File: config.mk
export PLATFORM = sky130hd
export DESIGN_NAME = byte_unstriping_nlane
export DESIGN_NICKNAME = d
export VERILOG_FILES = /design/src/rtl/byte_unstriping_pkg.sv /design/src/rtl/lane_fifo.sv /design/src/rtl/byte_unstriping_nlane.sv
export SDC_FILE = /design/constraint.sdc
export NUM_CORES = 1
export LEC_CHECK = 0
export ABC_CLOCK_PERIOD_IN_PS = 4500
export CAP_MARGIN = 5
export CORE_MARGIN = 5
export CORE_UTILIZATION = 25
export CTS_CLUSTER_DIAMETER = 100
export DETAILED_ROUTE_END_ITERATION = 10
export GPL_ROUTABILITY_DRIVEN = 0
export SLEW_MARGIN = 20
export SYNTH_ARGS = -nofsm -noshare
export SYNTH_HDL_FRONTEND = slang
export SYNTH_SLANG_ARGS = --single-unit
File: constraint.sdc
create_clock -name clk -period 4.5 [get_ports clk]
set_clock_uncertainty 0.2 [all_clocks]
set_input_delay 0.45 -clock clk [delete_from_list [all_inputs] [get_ports clk]]
set_output_delay 0.45 -clock clk [all_outputs]
set_load 0.05 [all_outputs]
File: src/rtl/byte_unstriping_pkg.sv
// Shared types and helpers for the N-lane byte un-striper.
// One-hot FSM encoding and lane-count clamping.
package byte_unstriping_pkg;

   typedef enum logic [3:0] {
      IDLE   = 4'b0001,
      ALIGN  = 4'b0010,
      STREAM = 4'b0100,
      FLUSH  = 4'b1000
   } state_e;

   // Requested lane count of 0 or above the physical count means "all".
   function automatic int unsigned clamp_lanes(
      input int unsigned req,
      input int unsigned lanes
   );
      if (req == 0 || req > lanes) return lanes;
      return req;
   endfunction

endpackage

File: src/rtl/lane_fifo.sv
// Per-lane deskew FIFO, show-ahead read, synchronous flush.
// A push into a full FIFO is taken only if it pops in the same cycle.
module lane_fifo #(
   parameter int DATA_W     = 8,
   parameter int FIFO_DEPTH = 4
) (
   input  logic              clk,
   input  logic              reset,
   input  logic              push,
   input  logic              pop,
   input  logic              flush,
   input  logic [DATA_W-1:0] din,
   output logic [DATA_W-1:0] dout,
   output logic              empty,
   output logic              full
);

   localparam int AW = $clog2(FIFO_DEPTH);
   localparam logic [AW-1:0] P_ONE = AW'(1);
   localparam logic [AW:0]   C_ONE = (AW+1)'(1);
   localparam logic [AW:0]   C_MAX = (AW+1)'(FIFO_DEPTH);

   logic [DATA_W-1:0] mem_q [FIFO_DEPTH];
   logic [AW-1:0]     wr_q;
   logic [AW-1:0]     rd_q;
   logic [AW:0]       cnt_q;
   logic              do_push;
   logic              do_pop;

   assign empty   = (cnt_q == '0);
   assign full    = (cnt_q == C_MAX);
   assign do_pop  = pop & ~empty;
   assign do_push = push & (~full | do_pop);
   assign dout    = mem_q[rd_q];

   // Storage write; no reset needed, occupancy gates what is visible.
   always_ff @(posedge clk) begin
      if (do_push && !flush && !reset) mem_q[wr_q] <= din;
   end

   // Read/write pointers and occupancy count.
   always_ff @(posedge clk) begin
      if (reset || flush) begin
         wr_q  <= '0;
         rd_q  <= '0;
         cnt_q <= '0;
      end else begin
         if (do_push) wr_q <= wr_q + P_ONE;
         if (do_pop)  rd_q <= rd_q + P_ONE;
         unique case ({do_push, do_pop})
            2'b10:   cnt_q <= cnt_q + C_ONE;
            2'b01:   cnt_q <= cnt_q - C_ONE;
            default: cnt_q <= cnt_q;
         endcase
      end
   end

endmodule

File: src/rtl/byte_unstriping_nlane.sv
// N-lane byte un-striper: per-lane deskew FIFOs merged back
// into one serial stream by a round-robin reassembly FSM.
module byte_unstriping_nlane
   import byte_unstriping_pkg::*;
#(
   parameter int DATA_W     = 8,
   parameter int LANES      = 4,
   parameter int FIFO_DEPTH = 4,
   parameter int STALL_MAX  = 8
) (
   input  logic                       clk,
   input  logic                       reset,
   input  logic [LANES*DATA_W-1:0]    lane_data,
   input  logic [LANES-1:0]           lane_valid,
   input  logic [$clog2(LANES+1)-1:0] active_lanes,
   output logic [DATA_W-1:0]          data_out,
   output logic                       valid_out,
   output logic                       err_overflow,
   output logic                       err_timeout
);

   localparam int LW = $clog2(LANES+1);
   localparam int PW = $clog2(LANES);
   localparam int SW = $clog2(STALL_MAX+1);
   localparam logic [PW-1:0] P_ONE  = PW'(1);
   localparam logic [LW-1:0] L_ONE  = LW'(1);
   localparam logic [SW-1:0] S_ONE  = SW'(1);
   localparam logic [SW-1:0] S_LAST = SW'(STALL_MAX-1);
   localparam logic [LANES-1:0] ONEHOT0 = LANES'(1);

   state_e            state_q, state_d;
   logic [PW-1:0]     ptr_q, ptr_d;
   logic [SW-1:0]     stall_q, stall_d;
   logic [LW-1:0]     lanes_q, lanes_d;
   logic [DATA_W-1:0] dout_q, dout_d;
   logic              vout_q, vout_d;
   logic              eovf_q, eovf_d;
   logic              eto_q, eto_d;

   logic [DATA_W-1:0] f_dout [LANES];
   logic [LANES-1:0]  f_empty;
   logic [LANES-1:0]  f_full;
   logic [LANES-1:0]  act;
   logic [LANES-1:0]  push_vec;
   logic [LANES-1:0]  pop_vec;
   logic              flush;
   logic              all_ne;
   logic              any_ne;
   logic              head_empty;
   logic              pop_en;
   logic              ovf_hit;

   assign flush      = (state_q == FLUSH);
   assign all_ne     = &(~f_empty | ~act);
   assign any_ne     = |(~f_empty & act);
   assign head_empty = f_empty[ptr_q];
   assign pop_en     = (state_q == STREAM) & ~head_empty;
   assign pop_vec    = pop_en ? (ONEHOT0 << ptr_q) : '0;
   assign ovf_hit    = |(push_vec & f_full & ~pop_vec);
   assign eovf_d     = eovf_q | ovf_hit;

   for (genvar i = 0; i < LANES; i++) begin : g_lane
      assign act[i]      = (LW'(i) < lanes_q);
      assign push_vec[i] = lane_valid[i] & act[i] & ~flush;

      lane_fifo #(
         .DATA_W     (DATA_W),
         .FIFO_DEPTH (FIFO_DEPTH)
      ) u_fifo (
         .clk   (clk),
         .reset (reset),
         .push  (push_vec[i]),
         .pop   (pop_vec[i]),
         .flush (flush),
         .din   (lane_data[i*DATA_W +: DATA_W]),
         .dout  (f_dout[i]),
         .empty (f_empty[i]),
         .full  (f_full[i])
      );
   end

   // Reassembly FSM: next state, pointer, stall timer and output word.
   always_comb begin
      state_d = state_q;
      ptr_d   = ptr_q;
      stall_d = stall_q;
      lanes_d = lanes_q;
      dout_d  = '0;
      vout_d  = 1'b0;
      eto_d   = eto_q;
      unique case (state_q)
         IDLE: begin
            lanes_d = LW'(clamp_lanes(32'(active_lanes), LANES));
            if (all_ne) begin
               state_d = STREAM;
               ptr_d   = '0;
               stall_d = '0;
            end else if (any_ne) begin
               state_d = ALIGN;
               stall_d = '0;
            end
         end
         ALIGN: begin
            if (all_ne) begin
               state_d = STREAM;
               ptr_d   = '0;
               stall_d = '0;
            end else if (stall_q == S_LAST) begin
               eto_d   = 1'b1;
               state_d = FLUSH;
            end else begin
               stall_d = stall_q + S_ONE;
            end
         end
         STREAM: begin
            if (!head_empty) begin
               dout_d  = f_dout[ptr_q];
               vout_d  = 1'b1;
               stall_d = '0;
               if (LW'(ptr_q) == lanes_q - L_ONE) ptr_d = '0;
               else                              ptr_d = ptr_q + P_ONE;
            end else if (ptr_q == '0) begin
               state_d = IDLE;
            end else if (stall_q == S_LAST) begin
               eto_d   = 1'b1;
               state_d = FLUSH;
            end else begin
               stall_d = stall_q + S_ONE;
            end
         end
         FLUSH: begin
            ptr_d   = '0;
            stall_d = '0;
            state_d = IDLE;
         end
         default: state_d = IDLE;
      endcase
   end

   // State, control and registered outputs with synchronous reset.
   always_ff @(posedge clk) begin
      if (reset) begin
         state_q <= IDLE;
         ptr_q   <= '0;
         stall_q <= '0;
         lanes_q <= LW'(LANES);
         dout_q  <= '0;
         vout_q  <= 1'b0;
         eovf_q  <= 1'b0;
         eto_q   <= 1'b0;
      end else begin
         state_q <= state_d;
         ptr_q   <= ptr_d;
         stall_q <= stall_d;
         lanes_q <= lanes_d;
         dout_q  <= dout_d;
         vout_q  <= vout_d;
         eovf_q  <= eovf_d;
         eto_q   <= eto_d;
      end
   end

   assign data_out     = dout_q;
   assign valid_out    = vout_q;
   assign err_overflow = eovf_q;
   assign err_timeout  = eto_q;

endmodule

==> metrics.txt, run 1 <==
# TYPE chip_impl_metric gauge
chip_impl_metric{name="synth_top_area_frac",unit=""} 0.456
chip_impl_metric{name="summed_instance_area_of_the_synthesized_netlist",unit="sq um"} 8420
chip_impl_metric{name="worstSkewPairLatency",unit="ps"} 430
chip_impl_metric{name="wl_met1",unit="mm"} 8.15
chip_impl_info{name="area_contributors_post_synth",value="sky130_fd_sc_hd__edfxtp_1 46%, sky130_fd_sc_hd__dfxtp_1 14%, sky130_fd_sc_hd__mux4_2 11%, sky130_fd_sc_hd__ha_1 3.6%, sky130_fd_sc_hd__nor2_1 2.4%"} 1
chip_impl_metric{name="worstPathBufferInverterCount",unit=""} 1
chip_impl_metric{name="max-vdd-ir-drop",unit="uV"} 210
chip_impl_metric{name="achievable_clock_frequency",unit="MHz"} 297
chip_impl_metric{name="period_minus_slack",unit="ps"} 3370
chip_impl_info{name="tritoncts",value="built"} 1
chip_impl_metric{name="routed_wirelength",unit="mm"} 17.0
chip_impl_metric{name="wl_met3",unit="um"} 565
chip_impl_metric{name="fp.dieH",unit="um"} 194
chip_impl_metric{name="port-buffer-count",unit=""} 51
chip_impl_metric{name="timing_worst_slew_pin_value",unit="ps"} 1030
chip_impl_metric{name="fin_setup_tns",unit="ps"} 0
chip_impl_metric{name="worst_ep_required_time",unit="ps"} 4620
chip_impl_metric{name="swShare",unit=""} 0.282
chip_impl_metric{name="number_of_global_route_vias_before_repair",unit=""} 4911
chip_impl_metric{name="multiInputGateArea",unit="sq um"} 3140
chip_impl_metric{name="antenna_violations_before_repair",unit=""} 1
chip_impl_metric{name="core-area",unit="sq um"} 33400
chip_impl_metric{name="cts_setup_buffers",unit=""} 0
chip_impl_info{name="combinational_family_with_the_most_area_after_synthesis",value="simple AND/OR/NAND/NOR gates"} 1
chip_impl_metric{name="ctsResizeCount",unit=""} 0
chip_impl_metric{name="globalRouteTotalUtil",unit=""} 0.0925
chip_impl_metric{name="yosys_warnings",unit=""} 0
chip_impl_metric{name="synth-adder-area-share",unit=""} 0.0452
chip_impl_info{name="critical_path.slowest_cell",value="sky130_fd_sc_hd__dfxtp_1"} 1
chip_impl_metric{name="antenna_violating_nets_post_route",unit=""} 0
chip_impl_metric{name="share_of_cells_above_drive_strength_1",unit=""} 0.133
chip_impl_metric{name="cts_num_sinks",unit=""} 188
chip_impl_metric{name="worstPathArrival",unit="ps"} 3490
chip_impl_info{name="crit_path_cell_trace",value="nor2_1 > and3_1 > nor4_1 > buf_4 > nand3_1 > fa_1 > or3_1 > a31oi_1 > a21oi_1"} 1
chip_impl_info{name="cp-start-kind",value="flop"} 1
chip_impl_metric{name="detailedPlace.worstSlack",unit="ps"} 1180
chip_impl_metric{name="post_synth_inst_count",unit=""} 607
chip_impl_metric{name="synthArstFlopShare",unit=""} 0
chip_impl_metric{name="io-pin-count",unit=""} 52
chip_impl_metric{name="cts-htree-levels",unit=""} 4
chip_impl_metric{name="layout.nets",unit=""} 716
chip_impl_metric{name="final-max-slew-violation-count",unit=""} 0
chip_impl_metric{name="drc",unit=""} 0
chip_impl_info{name="flip_flop_cell_with_the_highest_count_after_synthesis",value="sky130_fd_sc_hd__edfxtp_1"} 1
chip_impl_metric{name="final_report_setup_violation_count",unit=""} 0
chip_impl_metric{name="dr.pass1.iters",unit=""} 4
chip_impl_metric{name="synthesis.area_per_instance",unit="sq um"} 13.9
chip_impl_metric{name="synth_xor_xnor_area_share",unit=""} 0.0229
chip_impl_metric{name="dr.first_iter.drc_count",unit=""} 323
chip_impl_metric{name="cts_buffer_depth",unit=""} 2
chip_impl_metric{name="antennaDiodeCount",unit=""} 0
chip_impl_metric{name="max_stage_delay",unit="ps"} 840
chip_impl_info{name="critPathCaptureType",value="flop"} 1
chip_impl_metric{name="slew_headroom",unit=""} 0.312
chip_impl_metric{name="fraction_of_the_mapped_netlist_area_in_compound_gates",unit=""} 0.0674
chip_impl_metric{name="synth.mux.area_fraction",unit=""} 0.116
chip_impl_metric{name="finalHoldViolations",unit=""} 0
chip_impl_metric{name="die-area",unit="sq um"} 37500
chip_impl_metric{name="comb_power_share",unit=""} 0.176
chip_impl_info{name="grt_setup_unrepaired",value="false"} 1
chip_impl_info{name="holdCritPathClass",value="reg -> reg"} 1
chip_impl_metric{name="largest_net_degree_at_the_start_of_global_routing",unit=""} 26
chip_impl_metric{name="cellPowerDensity",unit="nW/um^2"} 432
chip_impl_metric{name="clkPwrFrac",unit=""} 0.343
chip_impl_metric{name="maxCapViolations",unit=""} 0
chip_impl_metric{name="synth-simple-area-share",unit=""} 0.121
chip_impl_metric{name="grt_remaining_overflow",unit=""} 0
chip_impl_metric{name="finalCritPeriodShare",unit=""} 0.749
chip_impl_metric{name="dr_wl_met2",unit="mm"} 8.04
chip_impl_metric{name="seq_area",unit="sq um"} 5040
chip_impl_metric{name="final_critical_path_setup_slack",unit="ps"} 1130
chip_impl_metric{name="power_switching",unit="mW"} 1.21
chip_impl_metric{name="dp.final_hpwl",unit="mm"} 12.4
chip_impl_info{name="root_cell_of_the_clock_tree",value="sky130_fd_sc_hd__clkbuf_16"} 1
chip_impl_metric{name="share_seq_of_total_power",unit=""} 0.481
chip_impl_metric{name="internal-power",unit="mW"} 3.08
chip_impl_metric{name="timing.critical_path.fanout_max",unit=""} 19
chip_impl_metric{name="synth.distinct_cells",unit=""} 69
chip_impl_info{name="synth_top_cell_by_area",value="sky130_fd_sc_hd__edfxtp_1"} 1
chip_impl_metric{name="areaGrowthSynthToFinish",unit="%"} 18.1
chip_impl_metric{name="cts.hold.buffers_added",unit=""} 0
chip_impl_info{name="status",value="complete, no violations"} 1
chip_impl_metric{name="synth_seq_cells",unit=""} 188
chip_impl_metric{name="clk_pin_slew_worst_paths",unit="ps"} 70
chip_impl_metric{name="avgRoutedWirePerCell",unit="um"} 15.3
chip_impl_metric{name="synth_nets",unit=""} 676
chip_impl_info{name="setup.worst_path.class",value="reg -> reg"} 1
chip_impl_info{name="critPathTopFamily",value="simple AND/OR/NAND/NOR gates"} 1
chip_impl_metric{name="grt_pass1_wl",unit="mm"} 27.4
chip_impl_metric{name="num_vias",unit=""} 4819
chip_impl_metric{name="dieWidth",unit="um"} 194
chip_impl_metric{name="synth_sequential_area_ratio",unit=""} 0.599
chip_impl_metric{name="floorplan.initialDensity",unit=""} 0.252
chip_impl_metric{name="leak_pwr",unit="nW"} 3.20
chip_impl_info{name="highest_routing_layer_actually_used",value="met5"} 1
chip_impl_metric{name="post_drt_via_cell_ratio",unit=""} 4.35
chip_impl_metric{name="synth_enable_flop_cells",unit=""} 128
chip_impl_metric{name="layout.filler_cells",unit=""} 3388
chip_impl_metric{name="tritoncts.num_buffers",unit=""} 17
chip_impl_info{name="yosysMostFrequentCell",value="sky130_fd_sc_hd__edfxtp_1"} 1
chip_impl_metric{name="rows",unit=""} 67
chip_impl_info{name="yosys-top-cells-count",value="128 x sky130_fd_sc_hd__edfxtp_1, 60 x sky130_fd_sc_hd__dfxtp_1, 53 x sky130_fd_sc_hd__nor2_1"} 1
[worst paths after layout]
kind	from	end	slack [ps]	depth (start not counted)
worst min register to register	err_timeout	err_timeout	310	2
worst max-delay path	ptr_q[0]	g_lane[3].u_fifo.cnt_q[2]	1130	9
worst max register to register	ptr_q[0]	g_lane[3].u_fifo.cnt_q[2]	1130	9
worst min-delay path	err_timeout	err_timeout	310	2
[logic make-up after synthesis]
group                      count (synthesis)
AOI/OAI and AO/OA                         78
xor gates and xnor gates                  22
adders and majority gates                 28
buffers and inverters                     54
DFF                                      188
muxes                                     48
and+or+nand+nor                          189
[power by group through the flow]
stage / Sequential, mW / Combinational (mW) / Clock [mW]
floorplan: 2.06 / 0.631 / 0
global placement: 2.10 / 0.757 / 0
detailed placement: 2.10 / 0.764 / 0
CTS: 2.06 / 0.768 / 1.51
global route: 2.08 / 0.850 / 1.58
finish: 2.07 / 0.757 / 1.47
[sequential cells by signal, summed over array words and instances (netlist names), named ones only]
register	count
lanes_q	3
state_q	4
valid_out	1
g_lane.u_fifo.rd_q	8
data_out	8
err_timeout	1
g_lane.u_fifo.wr_q	8
g_lane.u_fifo.cnt_q	12
ptr_q	2
err_overflow	1
g_lane.u_fifo.mem_q	128
stall_q	4
[stage by stage]
stage	util	hold slack [ps]	instance area, sq um	instances	power, mW
floorplan	-	266	8420	607	2.69
detailed placement	0.280	292	9360	1076	2.87
CTS	0.298	325	9950	1108	4.34
global route	0.298	342	9950	1108	4.52
finish	0.298	307	9950	1108	4.29
global placement	0.280	284	9360	1076	2.85
[cell usage in the layout, fill, tap and decap left out, types with 4 or more instances in the layout]
cell                              instances
sky130_fd_sc_hd__a31oi_1                 11
sky130_fd_sc_hd__ha_1                    24
sky130_fd_sc_hd__mux4_2                  40
sky130_fd_sc_hd__fa_1                     4
sky130_fd_sc_hd__a211o_1                  4
sky130_fd_sc_hd__inv_1                   20
sky130_fd_sc_hd__nand3_1                 16
sky130_fd_sc_hd__clkbuf_16               17
sky130_fd_sc_hd__nor2b_1                 11
sky130_fd_sc_hd__o31ai_1                  4
sky130_fd_sc_hd__and2_1                  20
sky130_fd_sc_hd__mux2i_1                  8
sky130_fd_sc_hd__nand2_1                 26
sky130_fd_sc_hd__a21oi_1                 15
sky130_fd_sc_hd__and3_1                   6
sky130_fd_sc_hd__o211ai_1                 4
sky130_fd_sc_hd__o21ai_0                  8
sky130_fd_sc_hd__nand4_1                  4
sky130_fd_sc_hd__xor2_1                   8
sky130_fd_sc_hd__nor3_1                  13
sky130_fd_sc_hd__xnor2_1                 14
sky130_fd_sc_hd__edfxtp_1               128
sky130_fd_sc_hd__clkdlybuf4s50_1         51
sky130_fd_sc_hd__o21ai_1                  4
sky130_fd_sc_hd__nor2_1                  53
sky130_fd_sc_hd__nor4_1                   6
sky130_fd_sc_hd__or3_1                    8
sky130_fd_sc_hd__dfxtp_1                 60
[routing by layer]
metal	vias to the layer above	global-route usage
li1	2376	-
met1	2336	0.125
met2	86	0.147
met3	19	0.0233
met4	2	0.0273
met5	-	0
[worst min-delay path, cell delays in order (launching register included)]
cell and delay, ps:
sky130_fd_sc_hd__dfxtp_1 340, sky130_fd_sc_hd__a41oi_1 50, sky130_fd_sc_hd__nor2_1 80
[layout make-up]
class | count | area share
clock inverter | 14 | 0.0161
tap | 448 | 0.0564
timing repair buffer | 54 | 0.0536
sequential | 188 | 0.507
clock buffer | 18 | 0.0432
multi-input combinational | 365 | 0.316
inverter | 21 | 0.00793
Note: power is estimated with default switching activity, not from simulation.
==> run 2: changes to the inputs <==
Settings changed: ABC_CLOCK_PERIOD_IN_PS 4500 to 3200.
Clock period 4.5 ns to 3.2 ns, I/O delays scaled along.
==> run 2 against run 1 <==
  * Sequential share of layout area decreased by 0.48 points
  * Via count increased by 3.0%
  * Critical path depth increased by 2
  * Critical endpoint is now g_lane[0].u_fifo.cnt_q[2]
  * Highest routed layer is now met4
==> metrics.txt, run 2 (synthesis results as in run 1) <==
# TYPE chip_impl_metric gauge
chip_impl_info{name="status",value="complete, no violations"} 1
chip_impl_metric{name="routed_wirelength",unit="mm"} 17.3
chip_impl_metric{name="cts_num_sinks",unit=""} 188
chip_impl_metric{name="dp.final_hpwl",unit="mm"} 12.7
chip_impl_metric{name="worst_ep_required_time",unit="ps"} 3350
chip_impl_metric{name="fp.dieH",unit="um"} 194
chip_impl_metric{name="ctsResizeCount",unit=""} 0
chip_impl_info{name="final_common_cell",value="sky130_fd_sc_hd__edfxtp_1"} 1
chip_impl_info{name="worst_hold_startpoint",value="err_timeout"} 1
chip_impl_metric{name="fin_setup_tns",unit="ps"} 0
chip_impl_metric{name="grt_remaining_overflow",unit=""} 0
chip_impl_info{name="setup.worst_path.class",value="reg -> reg"} 1
chip_impl_metric{name="leak_pwr",unit="nW"} 3.27
chip_impl_metric{name="largest_net_degree_at_the_start_of_global_routing",unit=""} 19
chip_impl_metric{name="largest_register_ffs",unit=""} 128
chip_impl_metric{name="finalCritPeriodShare",unit=""} 0.938
chip_impl_metric{name="clk_pin_slew_worst_paths",unit="ps"} 70
chip_impl_metric{name="comb_power_share",unit=""} 0.184
chip_impl_metric{name="cts_setup_buffers",unit=""} 0
chip_impl_metric{name="antennaDiodeCount",unit=""} 0
chip_impl_info{name="most-common-layout-cells",value="128 x sky130_fd_sc_hd__edfxtp_1, 60 x sky130_fd_sc_hd__dfxtp_1, 53 x sky130_fd_sc_hd__nor2_1"} 1
chip_impl_metric{name="share_seq_of_total_power",unit=""} 0.482
chip_impl_metric{name="slew_headroom",unit=""} 0.571
chip_impl_metric{name="detailedPlace.worstSlack",unit="ps"} 241
chip_impl_metric{name="final_report_setup_violation_count",unit=""} 0
chip_impl_metric{name="grt_use_met2",unit=""} 0.153
chip_impl_metric{name="max_stage_delay",unit="ps"} 540
chip_impl_metric{name="max-vdd-ir-drop",unit="uV"} 277
chip_impl_metric{name="timing.critical_path.fanout_max",unit=""} 10
chip_impl_metric{name="drc",unit=""} 0
chip_impl_metric{name="areaGrowthSynthToFinish",unit="%"} 19.2
chip_impl_info{name="global_route.peak_usage_layer",value="met2"} 1
chip_impl_info{name="root_cell_of_the_clock_tree",value="sky130_fd_sc_hd__clkbuf_16"} 1
chip_impl_info{name="critical_path.slowest_cell",value="sky130_fd_sc_hd__dfxtp_1"} 1
chip_impl_metric{name="share_of_cells_above_drive_strength_1",unit=""} 0.154
chip_impl_metric{name="dr.first_iter.drc_count",unit=""} 254
chip_impl_info{name="worst_path_most_repeated_cell",value="sky130_fd_sc_hd__nand2_1"} 1
chip_impl_info{name="crit_path_start",value="ptr_q[0]"} 1
chip_impl_metric{name="dr.pass1.iters",unit=""} 5
chip_impl_metric{name="achievable_clock_frequency",unit="MHz"} 333
chip_impl_metric{name="swShare",unit=""} 0.285
chip_impl_metric{name="cts-htree-levels",unit=""} 4
chip_impl_metric{name="post_drt_via_cell_ratio",unit=""} 4.42
chip_impl_info{name="largest_registers",value="g_lane.u_fifo.mem_q x128, g_lane.u_fifo.cnt_q x12"} 1
chip_impl_metric{name="cts_buffer_depth",unit=""} 2
chip_impl_metric{name="worstSkewPairLatency",unit="ps"} 420
chip_impl_metric{name="timing_worst_slew_pin_value",unit="ps"} 642
chip_impl_info{name="r2r-start",value="ptr_q[0]"} 1
chip_impl_metric{name="layout.nets",unit=""} 730
chip_impl_metric{name="avgRoutedWirePerCell",unit="um"} 15.4
chip_impl_metric{name="layout.filler_cells",unit=""} 3389
chip_impl_metric{name="fin_util",unit=""} 0.301
chip_impl_metric{name="core-area",unit="sq um"} 33400
chip_impl_metric{name="grt_pass1_wl",unit="mm"} 27.7
chip_impl_metric{name="worstPathArrival",unit="ps"} 3150
chip_impl_metric{name="cellPowerDensity",unit="nW/um^2"} 601
chip_impl_metric{name="antenna_violations_before_repair",unit=""} 0
chip_impl_metric{name="power_switching",unit="mW"} 1.72
chip_impl_metric{name="internal-power",unit="mW"} 4.31
chip_impl_metric{name="worstPathBufferInverterCount",unit=""} 2
chip_impl_info{name="cp-start-kind",value="flop"} 1
chip_impl_metric{name="dieWidth",unit="um"} 194
chip_impl_info{name="largest-register",value="g_lane.u_fifo.mem_q"} 1
chip_impl_info{name="holdCritPathClass",value="reg -> reg"} 1
chip_impl_metric{name="final-max-slew-violation-count",unit=""} 0
chip_impl_metric{name="number_of_global_route_vias_before_repair",unit=""} 4901
chip_impl_metric{name="grt.met1_usage",unit=""} 0.123
chip_impl_metric{name="port-buffer-count",unit=""} 51
chip_impl_metric{name="tritoncts.num_buffers",unit=""} 17
chip_impl_metric{name="period_minus_slack",unit="ps"} 3000
chip_impl_metric{name="globalRouteTotalUtil",unit=""} 0.0925
chip_impl_metric{name="maxCapViolations",unit=""} 0
chip_impl_metric{name="clkPwrFrac",unit=""} 0.335
chip_impl_metric{name="floorplan.initialDensity",unit=""} 0.252
chip_impl_metric{name="antenna_violating_nets_post_route",unit=""} 0
chip_impl_metric{name="post_dp_cell_area",unit="sq um"} 9460
chip_impl_metric{name="cts.hold.buffers_added",unit=""} 0
chip_impl_metric{name="io-pin-count",unit=""} 52
chip_impl_metric{name="final_critical_path_setup_slack",unit="ps"} 199
chip_impl_info{name="critPathCaptureType",value="flop"} 1
chip_impl_info{name="critPathTopFamily",value="simple AND/OR/NAND/NOR gates"} 1
chip_impl_metric{name="rows",unit=""} 67
chip_impl_metric{name="use_met3",unit=""} 0.0233
chip_impl_info{name="tritoncts",value="built"} 1
chip_impl_metric{name="final_area",unit="sq um"} 10000
chip_impl_info{name="grt_setup_unrepaired",value="false"} 1
chip_impl_metric{name="num_vias",unit=""} 4963
chip_impl_metric{name="die-area",unit="sq um"} 37500
chip_impl_metric{name="finalHoldViolations",unit=""} 0
chip_impl_info{name="crit_path_cell_trace",value="buf_4 > inv_1 > ha_1 > nand2_1 > and4b_1 > nand2_1 > nor2_1 > fa_1 > nor4_1 > a21oi_1 > a31oi_1"} 1
run 2: changes by cell type in the layout (fill, tap and decap cells not counted), moves of 2 or more:
cell | previous run | this run
sky130_fd_sc_hd__and2_1 | 20 | 17
sky130_fd_sc_hd__and2_2 | 0 | 3
sky130_fd_sc_hd__buf_4 | 3 | 17
sky130_fd_sc_hd__clkinvlp_4 | 2 | 0
run 2: per-layer routing:
metal,up-vias,part of all wire
li1,2400,-
met1,2457,0.47
met2,93,0.49
met3,13,0.036
met4,0,0.0086
met5,-,0
run 2: final timing paths:
check | endpoint | slack (ps) | depth (start not counted)
setup / recovery | g_lane[0].u_fifo.cnt_q[2] | 200 | 11
hold reg to reg | err_timeout | 290 | 2
setup reg to reg | g_lane[0].u_fifo.cnt_q[2] | 200 | 11
hold / removal | err_timeout | 290 | 2
run 2: final cells by class:
| class | instances | area, sq um | share of cell area |
|---|---|---|---|
| clock buffers | 20 | 447 | 0.0445 |
| flip-flops and latches | 188 | 5040 | 0.502 |
| multi-input cells | 365 | 3140 | 0.313 |
| well taps | 448 | 561 | 0.0558 |
| inverters | 21 | 78.8 | 0.00785 |
| clock inverters | 12 | 129 | 0.0128 |
| repair buffers | 68 | 638 | 0.0636 |
run 2: worst min-delay path: cells and delay by family (launching register included):
| kind | cells | cell delay, ps |
|---|---|---|
| flops | 1 | 340 |
| simple gates | 1 | 70 |
| compound gates | 1 | 50 |
run 2: power groups by stage:
stage	Combinational, mW	Clock (mW)	Sequential [mW]
2_1_floorplan	0.888	0	2.89
3_3_place_gp	1.10	0	2.96
3_5_place_dp	1.11	0	2.96
4_1_cts	1.12	2.07	2.91
5_1_grt	1.23	2.17	2.93
6_report	1.11	2.02	2.91
run 2: metrics by stage:
stage	total power [mW]	hold WS, ps	instances
floorplan	3.78	219	607
global placement	4.05	268	1090
detailed placement	4.07	271	1090
CTS	6.09	297	1122
global route	6.34	333	1122
finish	6.03	290	1122
